[config.mk]
export PLATFORM = sky130hd
export DESIGN_NAME = ifu_fetch_ctrl
export DESIGN_NICKNAME = d
export VERILOG_FILES = /design/src/rtl/ifu_fetch_ctrl.sv
export SDC_FILE = /design/constraint.sdc
export NUM_CORES = 1
export LEC_CHECK = 0
export CAP_MARGIN = 30
export CORE_ASPECT_RATIO = 2
export CORE_UTILIZATION = 55
export CTS_BUF_LIST = sky130_fd_sc_hd__clkbuf_8
export DETAILED_ROUTE_END_ITERATION = 12
export DONT_BUFFER_PORTS = 1
export PLACE_DENSITY = 0.7
export SYNTH_ARGS = -nofsm -noshare
export SYNTH_HDL_FRONTEND = slang
export SYNTH_SLANG_ARGS = --single-unit
export TNS_END_PERCENT = 30
[constraint.sdc]
create_clock -name clk -period 9.99 [get_ports clk]
set_input_delay 1.4985 -clock clk [delete_from_list [all_inputs] [get_ports clk]]
set_output_delay 1.4985 -clock clk [all_outputs]
set_load 0.005 [all_outputs]
[src/rtl/ifu_fetch_ctrl.sv]
// ifu_fetch_ctrl: instruction-fetch initiator for the single-cycle MIPS core.
// Owns the PC, drives the combinational ROM word address and selects the next
// PC (sequential, branch, jump, register jump). A fetch target outside the
// ROM window, or one that is not word aligned, traps the block into a sticky
// HALT state that only reset leaves. Retired fetches are counted.
//
// Ports:
//   clk, reset            clock (rising edge), async active-high reset
//   stall                 hold the PC this cycle
//   npc_sel[1:0]          0 = PC+4, 1 = branch, 2 = jump, 3 = register jump
//   branch_taken, imm16   branch condition and word offset
//   instr_index[25:0]     j/jal target field
//   jr_target[31:0]       jr target
//   im_addr[9:0]          ROM word address (zero-cycle read)
//   im_data[31:0]         ROM read data
//   instr[31:0]           instruction to decoder (nop while halted)
//   pc, pc_plus4          current PC and PC+4 (jal linkage)
//   halted, err_pc        trap flag and offending target
//   fetch_count           PC advances since reset
//
// state  | meaning
// S_RUN  | fetching; PC advances on every unstalled cycle with a legal target
// S_HALT | illegal target seen; everything frozen until reset
module ifu_fetch_ctrl #(
  parameter logic [31:0] PC_BASE  = 32'h0000_3000,
  parameter int          IM_WORDS = 1024
) (
  input  logic        clk,
  input  logic        reset,
  input  logic        stall,
  input  logic [1:0]  npc_sel,
  input  logic        branch_taken,
  input  logic [15:0] imm16,
  input  logic [25:0] instr_index,
  input  logic [31:0] jr_target,
  output logic [9:0]  im_addr,
  input  logic [31:0] im_data,
  output logic [31:0] instr,
  output logic [31:0] pc,
  output logic [31:0] pc_plus4,
  output logic        halted,
  output logic [31:0] err_pc,
  output logic [31:0] fetch_count
);

  typedef enum logic {S_RUN, S_HALT} state_t;

  // One past the last legal byte; 33 bits so a window ending at 2^32 still works.
  localparam logic [32:0] PC_END = {1'b0, PC_BASE} + 33'(4 * IM_WORDS);

  state_t      state_q, state_d;
  logic [31:0] pc_q, pc_d;
  logic [31:0] err_pc_q, err_pc_d;
  logic [31:0] count_q, count_d;
  logic [31:0] pc_plus4_w;
  logic [31:0] br_off;
  logic [31:0] npc;
  logic        npc_legal;

  assign pc_plus4_w = pc_q + 32'd4;
  assign br_off     = {{14{imm16[15]}}, imm16, 2'b00};

  always_comb begin
    npc = pc_plus4_w;
    unique case (npc_sel)
      2'd0: npc = pc_plus4_w;
      2'd1: npc = branch_taken ? (pc_plus4_w + br_off) : pc_plus4_w;
      // Upper nibble comes from pc itself, not pc+4.
      2'd2: npc = {pc_q[31:28], instr_index, 2'b00};
      2'd3: npc = jr_target;
      default: npc = pc_plus4_w;
    endcase
  end

  assign npc_legal = (npc[1:0] == 2'b00) && (npc >= PC_BASE) &&
                     ({1'b0, npc} < PC_END);

  always_comb begin
    state_d  = state_q;
    pc_d     = pc_q;
    err_pc_d = err_pc_q;
    count_d  = count_q;
    unique case (state_q)
      S_RUN: begin
        // A stalled cycle never traps, even if the candidate is bad.
        if (!stall) begin
          if (npc_legal) begin
            pc_d    = npc;
            count_d = count_q + 32'd1;
          end else begin
            state_d  = S_HALT;
            err_pc_d = npc;
          end
        end
      end
      S_HALT: ;
      default: state_d = S_HALT;
    endcase
  end

  always_ff @(posedge clk or posedge reset) begin
    if (reset) begin
      state_q  <= S_RUN;
      pc_q     <= PC_BASE;
      err_pc_q <= 32'd0;
      count_q  <= 32'd0;
    end else begin
      state_q  <= state_d;
      pc_q     <= pc_d;
      err_pc_q <= err_pc_d;
      count_q  <= count_d;
    end
  end

  // Truncating cast picks byte-offset bits [11:2] as the word address.
  assign im_addr     = 10'((pc_q - PC_BASE) >> 2);
  assign instr       = (state_q == S_RUN) ? im_data : 32'h0;
  assign pc          = pc_q;
  assign pc_plus4    = pc_plus4_w;
  assign halted      = (state_q == S_HALT);
  assign err_pc      = err_pc_q;
  assign fetch_count = count_q;

endmodule

# Word level (Yosys, flattened, before mapping)
# Index checks and enable logic that the tools add are counted.
# word_totals
out_inout_bits	171
wordCells	28
register_bits	97
inputBits	112
# classes
addsub	4
mux	6
n_bitwise	3
n_eq_ne	3
order_cmp	2
reduce_logical	6
# ops
op	n
case mux 32 bit (4 select lines)	1
2-to-1 mux 32 bit	2
adder 32 x 1 -> 32 bit, second input constant	1
adder 32 x 3 -> 32 bit, second input constant	1
adder 32 bit	1
>= comparator 32 x 14 -> 1 bit, second input constant	1
less-than comparator 32 x 15 -> 1 bit, second input constant	1
subtractor 12 x 1 -> 12 bit, second input constant	1
AND reduction 3 bit	2
== test 2 bit, second input constant	2
zero test 2 bit	2
2-to-1 mux 1 bit	3
inverter 1 bit	3
== test 2 x 1 -> 1 bit, second input constant	1
logical AND 1 bit	2

# Longest topological paths before layout
# Gate-level depths: netlist of run 1.
# depth
depth_word	10
depth_mapped	21
mapped_depth_nobuf	17

# Worst setup path before layout of run 1
# No wires, ideal clock.
# synth_timing
kind	in2reg
startpoint	input port imm16[1]
endpoint	register count_q[26] (netlist: fetch_count[26])
t_required_ns	9.911
path_stages	14
arrival_time_ns	4.735
setup_slack_ns	5.175
cell_sequence	ha_1 -> a211o_1 -> a211oi_1 -> or4_1 -> or4b_2 -> o221a_2 -> or2_2 -> nor4bb_1 -> and4_1 -> buf_4 -> nand3_4 -> buf_6 -> nor4_4 -> xor2_1
# synth_via
elab_chain_len	7
word_cells_on_any_way	8
# synth_lines
element	line	text
start: declaration	33	input logic [15:0] imm16,
adder 32 bit *	67	2'd1: npc = branch_taken ? (pc_plus4_w + br_off) : pc_plus4_w;
2-to-1 mux 32 bit *	67	
case mux 32 bit (4 select lines) *	65	unique case (npc_sel)
>= comparator 32 x 14 -> 1 bit	75	assign npc_legal = (npc[1:0] == 2'b00) && (npc >= PC_BASE) &&
logical AND 1 bit	75	
logical AND 1 bit *	75	
AND reduction 3 bit (no line) *	--	
end signal: assignment	111	count_q <= count_d;
end: declaration	54	logic [31:0] count_q, count_d;
# Every way passes the cells marked *; elsewhere a longest branch is shown, timed or not.
# A chain may end at the register's enable or synchronous reset.

# Worst setup path in the final report of run 1
# layout_timing
startpoint	register pc_q[10] (netlist: pc[10])
endpoint	register count_q[26] (netlist: fetch_count[26])
# layout_via
elab_chain_len	8
word_cells_on_any_way	9
# layout_lines
element	line	text
start: declaration	52	logic [31:0] pc_q, pc_d;
start signal: assignment	109	pc_q <= pc_d;
adder 32 x 3 -> 32 bit *	60	assign pc_plus4_w = pc_q + 32'd4;
named net pc_plus4[19]	40	output logic [31:0] pc_plus4,
adder 32 bit	67	
2-to-1 mux 32 bit	67	
case mux 32 bit (4 select lines) *	65	
>= comparator 32 x 14 -> 1 bit	75	
logical AND 1 bit	75	
logical AND 1 bit *	75	
AND reduction 3 bit (no line) *	--	
# Mark *: on every way through the listed nets, which the timed path passes. The rest lies on a longest branch.

==> results_dict.tcl, run 1 <==
set metrics [dict create \
    netlist_instances 946 \
    clockRootBuffer "clkbuf_8" \
    p_per_area_nw_per_um2 97.7 \
    viasPerCell 6.82 \
    cellLeakagePower_nw 3.60 \
    place_congestion 1.07 \
    clk_latency_ns 0.38 \
    slowest_stage "a2111oi_0" \
    postRouteAntennaNets 0 \
    peakVddDrop_mv 0.0775 \
    async_flop_share 1.00 \
    area_delta_synth_final_pct 2.98 \
    cts_max_level 3 \
    worst-path-buf-inv 0 \
    die_h_um 173 \
    setup_tns_ns 0 \
    combinationalPowerShare 0.170 \
    cts.sinks 97 \
    hold_depth 1 \
    crit_chain "nand3_1, or4_1, o31a_1, or2_2, ha_1, a21oi_1, o21ai_0, mux2i_1, a2111oi_0, nand3_1, nor4b_1, and4_1, nand3_4, nor4_4, xor2_1" \
    fillers 1357 \
    post_cts_buffers 0 \
    placedCellCount 1083 \
    grt_overflow 0 \
    start_util 0.562 \
    total_power_mw 0.811 \
    antenna_found_initial 0 \
    wire_per_inst_um 26.4 \
    cp-end-kind "flop" \
    switchingPower_mw 0.245 \
    layout-drive-gt1-share 0.102 \
    antenna_cells 0 \
    cap_violations 0 \
    min_period_ns 6.65 \
    worstHoldPathType "reg -> reg" \
    drc_errors 0 \
    avgSynthCellArea_um2 8.52 \
    cp-start-kind "flop" \
    crit_type "reg -> reg" \
    placed_cell_area_um2 8090 \
    ys.warnings.count 0 \
    tightest_slew_ns 0.968 \
    synth_common_cells "dfrtp_1, nand2_1, nor2_1" \
    holdWs_ns 0.516 \
    hpwl_um 23100 \
    ios 283 \
    synth_area_leaders "dfrtp_1, mux2_2, ha_1" \
    crit_fanout 52 \
    seqPwrFrac 0.525 \
    cts_max_path_buffers 2 \
    cts.repair.resized 0 \
    fin_area_um2 8300 \
    grt_pass1_vias 7423 \
    hold_viol_final 0 \
    switching_share 0.303 \
    yosysSeqAreaShare 0.301 \
    synth_area_um2 8060 \
    grt_max_degree 67 \
    synth_area_leader_cell "dfrtp_1" \
    cp.arrival_ns 6.95 \
    fin_skew_ns 0.0140 \
    path_delay_family "simple AND/OR/NAND/NOR gates" \
    dr.pass1.iters 5 \
    setup_viol 0 \
    cts_tree "done" \
    core_area_um2 14400 \
    cts_buffers 9 \
    port_buffers 0 \
    clkTransAtPathRegs_ns 0.10 \
    grt_use_total 0.381 \
    path_depth 15 \
    finalCritPeriodShare 0.666 \
    fin_cells 1100 \
    p_int_mw 0.565 \
    synth_nets 1091 \
    synth_flop_cell "dfrtp_1" \
    max_stage_delay_ns 0.74 \
    rows 62 \
    synth_seq_cells 97 \
    ctsHoldBuffers 0 \
    cp.required_ns 10.29 \
    relSlewSlack 0.349 \
    synth.top_cell.area_share 0.295 \
    wirelength_um 29100 \
    die_x_um 87.6 \
    r2r.worst_path.cells 15 \
    dieArea_um2 15200 \
    clock.fmax_mhz 150 \
    vias 7501 \
    synth-edff-count 0 \
    outcome "completed" \
    grt_pass1_wl_um 42600 \
    synth_cell_type_count 76 \
    final_nets 1048 \
    grt_setup_unrepaired "false" \
    drv_slew 0 \
    power_frac_clock 0.305 \
    drt-initial-drc-count 448 \
    path_common_cell "nand3_1" \
    synth.most_common_cell "dfrtp_1" \
]
[worst reg2reg max path: cells and delay by family (launching register included)]
| family | cells | cell delay (ns) |
|---|---|---|
| and+or+nand+nor | 8 | 3.26 |
| xor gates and xnor gates | 1 | 0.20 |
| AOI/OAI and AO/OA | 4 | 1.88 |
| DFF | 1 | 0.54 |
| adders and majority gates | 1 | 0.53 |
| muxes | 1 | 0.17 |
[final timing paths]
kind | start | end | slack (ns)
max | pc[10]$_DFFE_PP0P_ | fetch_count[26]$_DFFE_PP0P_ | 3.34
min | fetch_count[16]$_DFFE_PP0P_ | fetch_count[16]$_DFFE_PP0P_ | 0.52
max reg2reg | pc[10]$_DFFE_PP0P_ | fetch_count[26]$_DFFE_PP0P_ | 3.34
min reg2reg | fetch_count[16]$_DFFE_PP0P_ | fetch_count[16]$_DFFE_PP0P_ | 0.52
max in group asynchronous | reset | err_pc[7]$_DFFE_PP0P_ | 7.84
min in group asynchronous | reset | fetch_count[26]$_DFFE_PP0P_ | 0.97
[placed cells by master, fill, tap and decap left out, drive strengths merged, types with 4 or more instances in the layout]
master and n:
dfrtp 95, nand2 90, nor2 72, a21oi 65, o21ai 54, xor2 44, mux2 39, nor2b 36
nand3 34, ha 32, nand4 31, xnor2 28, nor3 27, inv 26, and2 18, nor4 18
and3 13, a21o 12, mux2i 12, clkbuf 10, o21a 9, mux4 9, buf 9, and4 8
nand2b 7, o31ai 7, o211ai 6, a31oi 6, o221ai 6, a211o 5, a211oi 5, or3 5
nor4b 5, clkinv 5, or4 4, a221oi 4, a221o 4, a21boi 4
[registers in the layout, summed over array words and instances (netlist names)]
signal and cells:
err_pc 32, fetch_count 32, halted 1, pc 32
[cell type report]
class / instances / area, µm² / share of cell area
inverter: 25 / 96.3 / 0.0116
multi-input combinational: 761 / 5240 / 0.632
clock buffer: 10 / 138 / 0.0166
timing repair buffer: 9 / 105 / 0.0127
tap: 192 / 240 / 0.0289
sequential: 97 / 2430 / 0.293
clock inverter: 6 / 48.8 / 0.00588
[through the flow]
step	utilization	setup slack, ns
2_1_floorplan	-	5.18
3_3_place_gp	0.561	3.50
3_5_place_dp	0.564	3.40
4_1_cts	0.577	3.32
5_1_grt	0.578	2.89
6_report	0.578	3.34
[power groups by stage]
| stage | logic [mW] | clock network (mW) | registers [mW] |
|---|---|---|---|
| after detailed placement | 0.135 | 0 | 0.434 |
| after global placement | 0.134 | 0 | 0.434 |
| final | 0.137 | 0.247 | 0.426 |
| after floorplan | 0.104 | 0 | 0.428 |
| after global routing | 0.148 | 0.270 | 0.428 |
| after CTS | 0.135 | 0.254 | 0.426 |
[metal layers]
metal | track usage | vias to the layer above | wire, µm
li1 | - | 3379 | -
met1 | 0.404 | 3658 | 10000
met2 | 0.620 | 354 | 14100
met3 | 0.0852 | 110 | 2220
met4 | 0.322 | 0 | 2700
met5 | 0 | - | 0
[logic make-up after synthesis]
group	share of synthesized area
muxes	0.0945
AOI/OAI and AO/OA	0.175
adders and majority gates	0.0521
buffers and inverters	0.0490
xor gates and xnor gates	0.0782
and+or+nand+nor	0.249
DFF	0.301
Note: power is estimated with default switching activity, not from simulation.
==> inputs of run 2 (changes only) <==
--- a/config.mk
+++ b/config.mk
@@ -11,7 +11,7 @@
 export CTS_BUF_LIST = sky130_fd_sc_hd__clkbuf_8
 export DETAILED_ROUTE_END_ITERATION = 12
 export DONT_BUFFER_PORTS = 1
-export PLACE_DENSITY = 0.7
+export PLACE_DENSITY = 0.73
 export SYNTH_ARGS = -nofsm -noshare
 export SYNTH_HDL_FRONTEND = slang
 export SYNTH_SLANG_ARGS = --single-unit
==> constraint.sdc (replaced) <==
create_clock -name clk -period 5.8 [get_ports clk]
set_input_delay 0.87 -clock clk [delete_from_list [all_inputs] [get_ports clk]]
set_output_delay 0.87 -clock clk [all_outputs]
set_load 0.005 [all_outputs]
==> run 2 against run 1 <==
Net effect:
- final cell count grew 5.2%
- clock skew down 0.0045 ns
- power is 83% higher
- core utilization rose by 3.7 points
- routed wire length rose by 0.92%
- combinational power increased by 81%
- maximum frequency is 21% higher
- critical path depth increased by 2
- via count grew 2.6%
- largest cell class unchanged
- largest power group unchanged
==> results_dict.tcl, run 2 (synthesis gave the netlist of run 1 again) <==
set metrics [dict create \
    outcome "completed" \
    wire_per_inst_um 25.4 \
    crit_chain "nand3_2, or4_1, nor2_1, xor2_2, ha_1, a21oi_1, o21ai_0, mux2i_1, a2111oi_1, buf_4, nand3_1, nor4b_1, and4_1, nand3_4, buf_12, nor3_1, xor2_1" \
    grt_pass1_wl_um 43500 \
    ios 283 \
    ctsHoldBuffers 0 \
    cp-start-kind "flop" \
    dieArea_um2 15200 \
    final_nets 1105 \
    cp-end-kind "flop" \
    postRouteAntennaNets 0 \
    pre_cts_ws_ns 0.192 \
    cts_buffers 9 \
    slowest_stage "or4_1" \
    die_x_um 87.6 \
    grtUsageMet2 0.660 \
    drv_slew 0 \
    wirelength_um 29300 \
    grt_use_total 0.386 \
    p_per_area_nw_per_um2 168 \
    clkTransAtPathRegs_ns 0.10 \
    final_util 0.615 \
    crit_fanout 24 \
    port_buffers 0 \
    path_delay_family "simple AND/OR/NAND/NOR gates" \
    area_delta_synth_final_pct 9.53 \
    max_stage_delay_ns 0.75 \
    peakVddDrop_mv 0.121 \
    antenna_found_initial 0 \
    place_congestion 1.09 \
    final_cell_mix "dfrtp_1, nand2_1, nor2_1" \
    use_met3 0.0971 \
    grt_setup_unrepaired "false" \
    hold_viol_final 0 \
    dr.pass1.iters 7 \
    clockRootBuffer "clkbuf_8" \
    hpwl_um 23500 \
    grt_max_degree 65 \
    use_met1 0.405 \
    fin_skew_ns 0.00942 \
    fillers 1324 \
    die_h_um 173 \
    layout-drive-gt1-share 0.160 \
    cts_max_level 3 \
    viasPerCell 6.65 \
    cts_tree "done" \
    grt_pass1_vias 7511 \
    cts.sinks 97 \
    worstHoldPathType "in -> async" \
    worst_slack_ns 0.282 \
    start_util 0.562 \
    vias 7695 \
    min_period_ns 5.52 \
    worst-path-buf-inv 2 \
    final_common_cell "dfrtp_1" \
    grt_overflow 0 \
    cts.repair.resized 0 \
    drt-initial-drc-count 611 \
    cap_violations 0 \
    cts_max_path_buffers 2 \
    post_cts_buffers 0 \
    drc_errors 0 \
    busiest_layer "met2" \
    clk_latency_ns 0.38 \
    setup_viol 0 \
    setup_tns_ns 0 \
    cellLeakagePower_nw 3.91 \
    finalCritPeriodShare 0.951 \
    tightest_slew_ns 0.861 \
    rows 62 \
    core_area_um2 14400 \
    antenna_cells 0 \
    crit_type "reg -> reg" \
    cp.arrival_ns 5.82 \
    relSlewSlack 0.421 \
    clock.fmax_mhz 181 \
    cp.required_ns 6.11 \
]
-- run 2: worst paths after layout --
| kind | from | cells past startpoint | to | slack (ns) |
|---|---|---|---|---|
| worst max-delay path | pc[15]$_DFFE_PP0P_ | 17 | fetch_count[16]$_DFFE_PP0P_ | 0.28 |
| worst min-delay path | reset | 1 | fetch_count[29]$_DFFE_PP0P_ | 0.34 |
| worst max register to register | pc[15]$_DFFE_PP0P_ | 17 | fetch_count[16]$_DFFE_PP0P_ | 0.28 |
| worst min register to register | fetch_count[31]$_DFFE_PP0P_ | 1 | fetch_count[31]$_DFFE_PP0P_ | 0.51 |
| max in group asynchronous | reset | 2 | pc[10]$_DFFE_PP0P_ | 4.30 |
| min in group clk | fetch_count[31]$_DFFE_PP0P_ | 1 | fetch_count[31]$_DFFE_PP0P_ | 0.51 |
-- run 2: metal layers --
metal	up-vias	share of wire
met2	399	0.50
met3	94	0.082
met1	3717	0.34
li1	3485	-
met4	0	0.074
met5	-	0
-- run 2: final cells by class --
| type | instances | area (µm²) | area share |
|---|---|---|---|
| Tap cell | 192 | 240 | 0.0272 |
| Multi-Input combinational cell | 761 | 5280 | 0.597 |
| Clock inverter | 7 | 101 | 0.0115 |
| Clock buffer | 9 | 124 | 0.0140 |
| Timing Repair Buffer | 66 | 563 | 0.0638 |
| Sequential cell | 97 | 2430 | 0.275 |
| Inverter | 25 | 96.3 | 0.0109 |
-- run 2: power breakdown --
group          internal (mW)  switching [mW]  leakage (nW)
registers              0.706          0.0276          1.25
clock network          0.247           0.255         0.112
logic                  0.104           0.143          2.55
total                   1.06           0.426          3.91
-- run 2: through the flow --
stage | power [mW] | area [µm²] | instances | hold slack, ns
floorplan | 0.916 | 8060 | 946 | 0.465
global placement | 0.986 | 8540 | 1139 | 0.486
detailed placement | 0.990 | 8550 | 1140 | 0.495
CTS | 1.49 | 8770 | 1156 | 0.354
global route | 1.54 | 8830 | 1157 | 0.363
finish | 1.48 | 8830 | 1157 | 0.345
==> inputs of run 3 (changes only) <==
--- a/config.mk
+++ b/config.mk
@@ -7,11 +7,11 @@
 export LEC_CHECK = 0
 export CAP_MARGIN = 30
 export CORE_ASPECT_RATIO = 2
-export CORE_UTILIZATION = 55
+export CORE_UTILIZATION = 45
 export CTS_BUF_LIST = sky130_fd_sc_hd__clkbuf_8
 export DETAILED_ROUTE_END_ITERATION = 12
 export DONT_BUFFER_PORTS = 1
-export PLACE_DENSITY = 0.73
+export SLEW_MARGIN = 20
 export SYNTH_ARGS = -nofsm -noshare
 export SYNTH_HDL_FRONTEND = slang
 export SYNTH_SLANG_ARGS = --single-unit
==> run 3 against run 2 <==
Net effect:
- critical path depth unchanged
- sequential share of layout area increased by 0.45 points
- critical endpoint is now fetch_count[25]$_DFFE_PP0P_
- non-clock buffer count decreased by 10
- largest power group unchanged
- power decreased by 3.3%
- core utilization decreased by 11 points
- worst hold slack improved by 0.051 ns
- worst setup slack got worse by 0.060 ns
- sequential power about the same
- die area increased by 22%
==> results_dict.tcl, run 3 (synthesis gave the netlist of run 1 again) <==
set metrics [dict create \
    peakVddDrop_mv 0.150 \
    vias 7628 \
    grt_overflow 0 \
    cp-end-kind "flop" \
    cts_tree "done" \
    cts.sinks 97 \
    die_h_um 191 \
    final_cell_mix "dfrtp_1, nand2_1, nor2_1" \
    worstHoldPathType "in -> async" \
    pre_cts_ws_ns 0.209 \
    grt_use_total 0.343 \
    worst_slack_ns 0.223 \
    final_util 0.501 \
    start_util 0.464 \
    p_per_area_nw_per_um2 165 \
    holdWs_ns 0.396 \
    cp.required_ns 6.11 \
    postRouteAntennaNets 0 \
    layout-drive-gt1-share 0.148 \
    cts_buffers 9 \
    clockRootBuffer "clkbuf_8" \
    final_nets 1095 \
    fillers 1733 \
    min_period_ns 5.58 \
    hpwl_um 25600 \
    path_common_cell "xor2_1" \
    setup_tns_ns 0 \
    grt_max_degree 58 \
    wirelength_um 31600 \
    drt-initial-drc-count 387 \
    clkTransAtPathRegs_ns 0.10 \
    tightest_slew_ns 0.918 \
    cellLeakagePower_nw 3.83 \
    cap_violations 0 \
    slowest_stage "or4_1" \
    rows 68 \
    seqCellArea_um2 2430 \
    grt_pass1_vias 7817 \
    ios 283 \
    final_common_cell "dfrtp_1" \
    crit_type "reg -> reg" \
    viasPerCell 6.54 \
    outcome "completed" \
    clock.fmax_mhz 179 \
    placed_cell_area_um2 8490 \
    dieArea_um2 18500 \
    core_area_um2 17400 \
    wire_per_inst_um 27.1 \
    grt_setup_unrepaired "false" \
    ctsHoldBuffers 0 \
    drc_errors 0 \
    cts_max_path_buffers 2 \
    grt_pass1_wl_um 48100 \
    dr.pass1.iters 6 \
    area_delta_synth_final_pct 7.84 \
    drv_slew 0 \
    fin_area_um2 8690 \
    setup_viol 0 \
    crit_fanout 10 \
    worst-path-buf-inv 1 \
    path_delay_family "simple AND/OR/NAND/NOR gates" \
    clk_latency_ns 0.38 \
    antenna_found_initial 1 \
    hold_viol_final 0 \
    cp-start-kind "flop" \
    place_congestion 1.02 \
    crit_chain "nand3_2, or4_1, nor3_1, xor2_1, ha_2, nand4_1, o21ai_0, o22ai_1, mux2_2, o311a_1, nor3_2, nor4b_1, and4_1, nand3_4, buf_4, nor4_2, xor2_1" \
    relSlewSlack 0.386 \
    placedCellCount 1149 \
    fin_cells 1166 \
    fin_skew_ns 0.0201 \
    max_stage_delay_ns 0.74 \
    total_power_mw 1.43 \
    cp.arrival_ns 5.88 \
    die_x_um 96.6 \
    port_buffers 0 \
    cts_max_level 3 \
    multiInputGateArea_um2 5250 \
    finalCritPeriodShare 0.962 \
]
-- run 3: power by group --
| part | total [mW] | internal [mW] | switching, mW |
|---|---|---|---|
| sequential | 0.736 | 0.706 | 0.0298 |
| clock | 0.452 | 0.200 | 0.252 |
| combinational | 0.246 | 0.0999 | 0.146 |
| total | 1.43 | 1.01 | 0.428 |
-- run 3: area by class of cell --
| type | instances | area share |
|---|---|---|
| inverters | 25 | 0.0111 |
| clock inverters | 7 | 0.00806 |
| multi-input cells | 761 | 0.604 |
| well taps | 210 | 0.0302 |
| repair buffers | 56 | 0.0524 |
| flip-flops and latches | 97 | 0.280 |
| clock buffers | 9 | 0.0142 |
| diodes | 1 | 0.000288 |
-- run 3: path summary, 6_finish.rpt --
path                       cells after the start                         from                          end  slack (ns)
max                                           17           pc[17]$_DFFE_PP0P_  fetch_count[25]$_DFFE_PP0P_        0.22
min                                            1                        reset  fetch_count[26]$_DFFE_PP0P_        0.40
max reg2reg                                   17           pc[17]$_DFFE_PP0P_  fetch_count[25]$_DFFE_PP0P_        0.22
min reg2reg                                    1  fetch_count[31]$_DFFE_PP0P_  fetch_count[31]$_DFFE_PP0P_        0.50
max in group asynchronous                      2                        reset             halted$_DFF_PP0_        4.26
min in group clk                               1  fetch_count[31]$_DFFE_PP0P_  fetch_count[31]$_DFFE_PP0P_        0.50
-- run 3: timing repair --
item	CTS	global route
endpoints found under the setup margin	0	27
resized for setup	0	4
buffers inserted	0	0
-- run 3: layer usage --
metal | global-route usage | up-vias | wire length (µm)
met3 | 0.0790 | 95 | 1960
met2 | 0.596 | 329 | 16100
li1 | - | 3461 | -
met4 | 0.262 | 0 | 2560
met1 | 0.354 | 3743 | 11000
met5 | 0 | - | 0
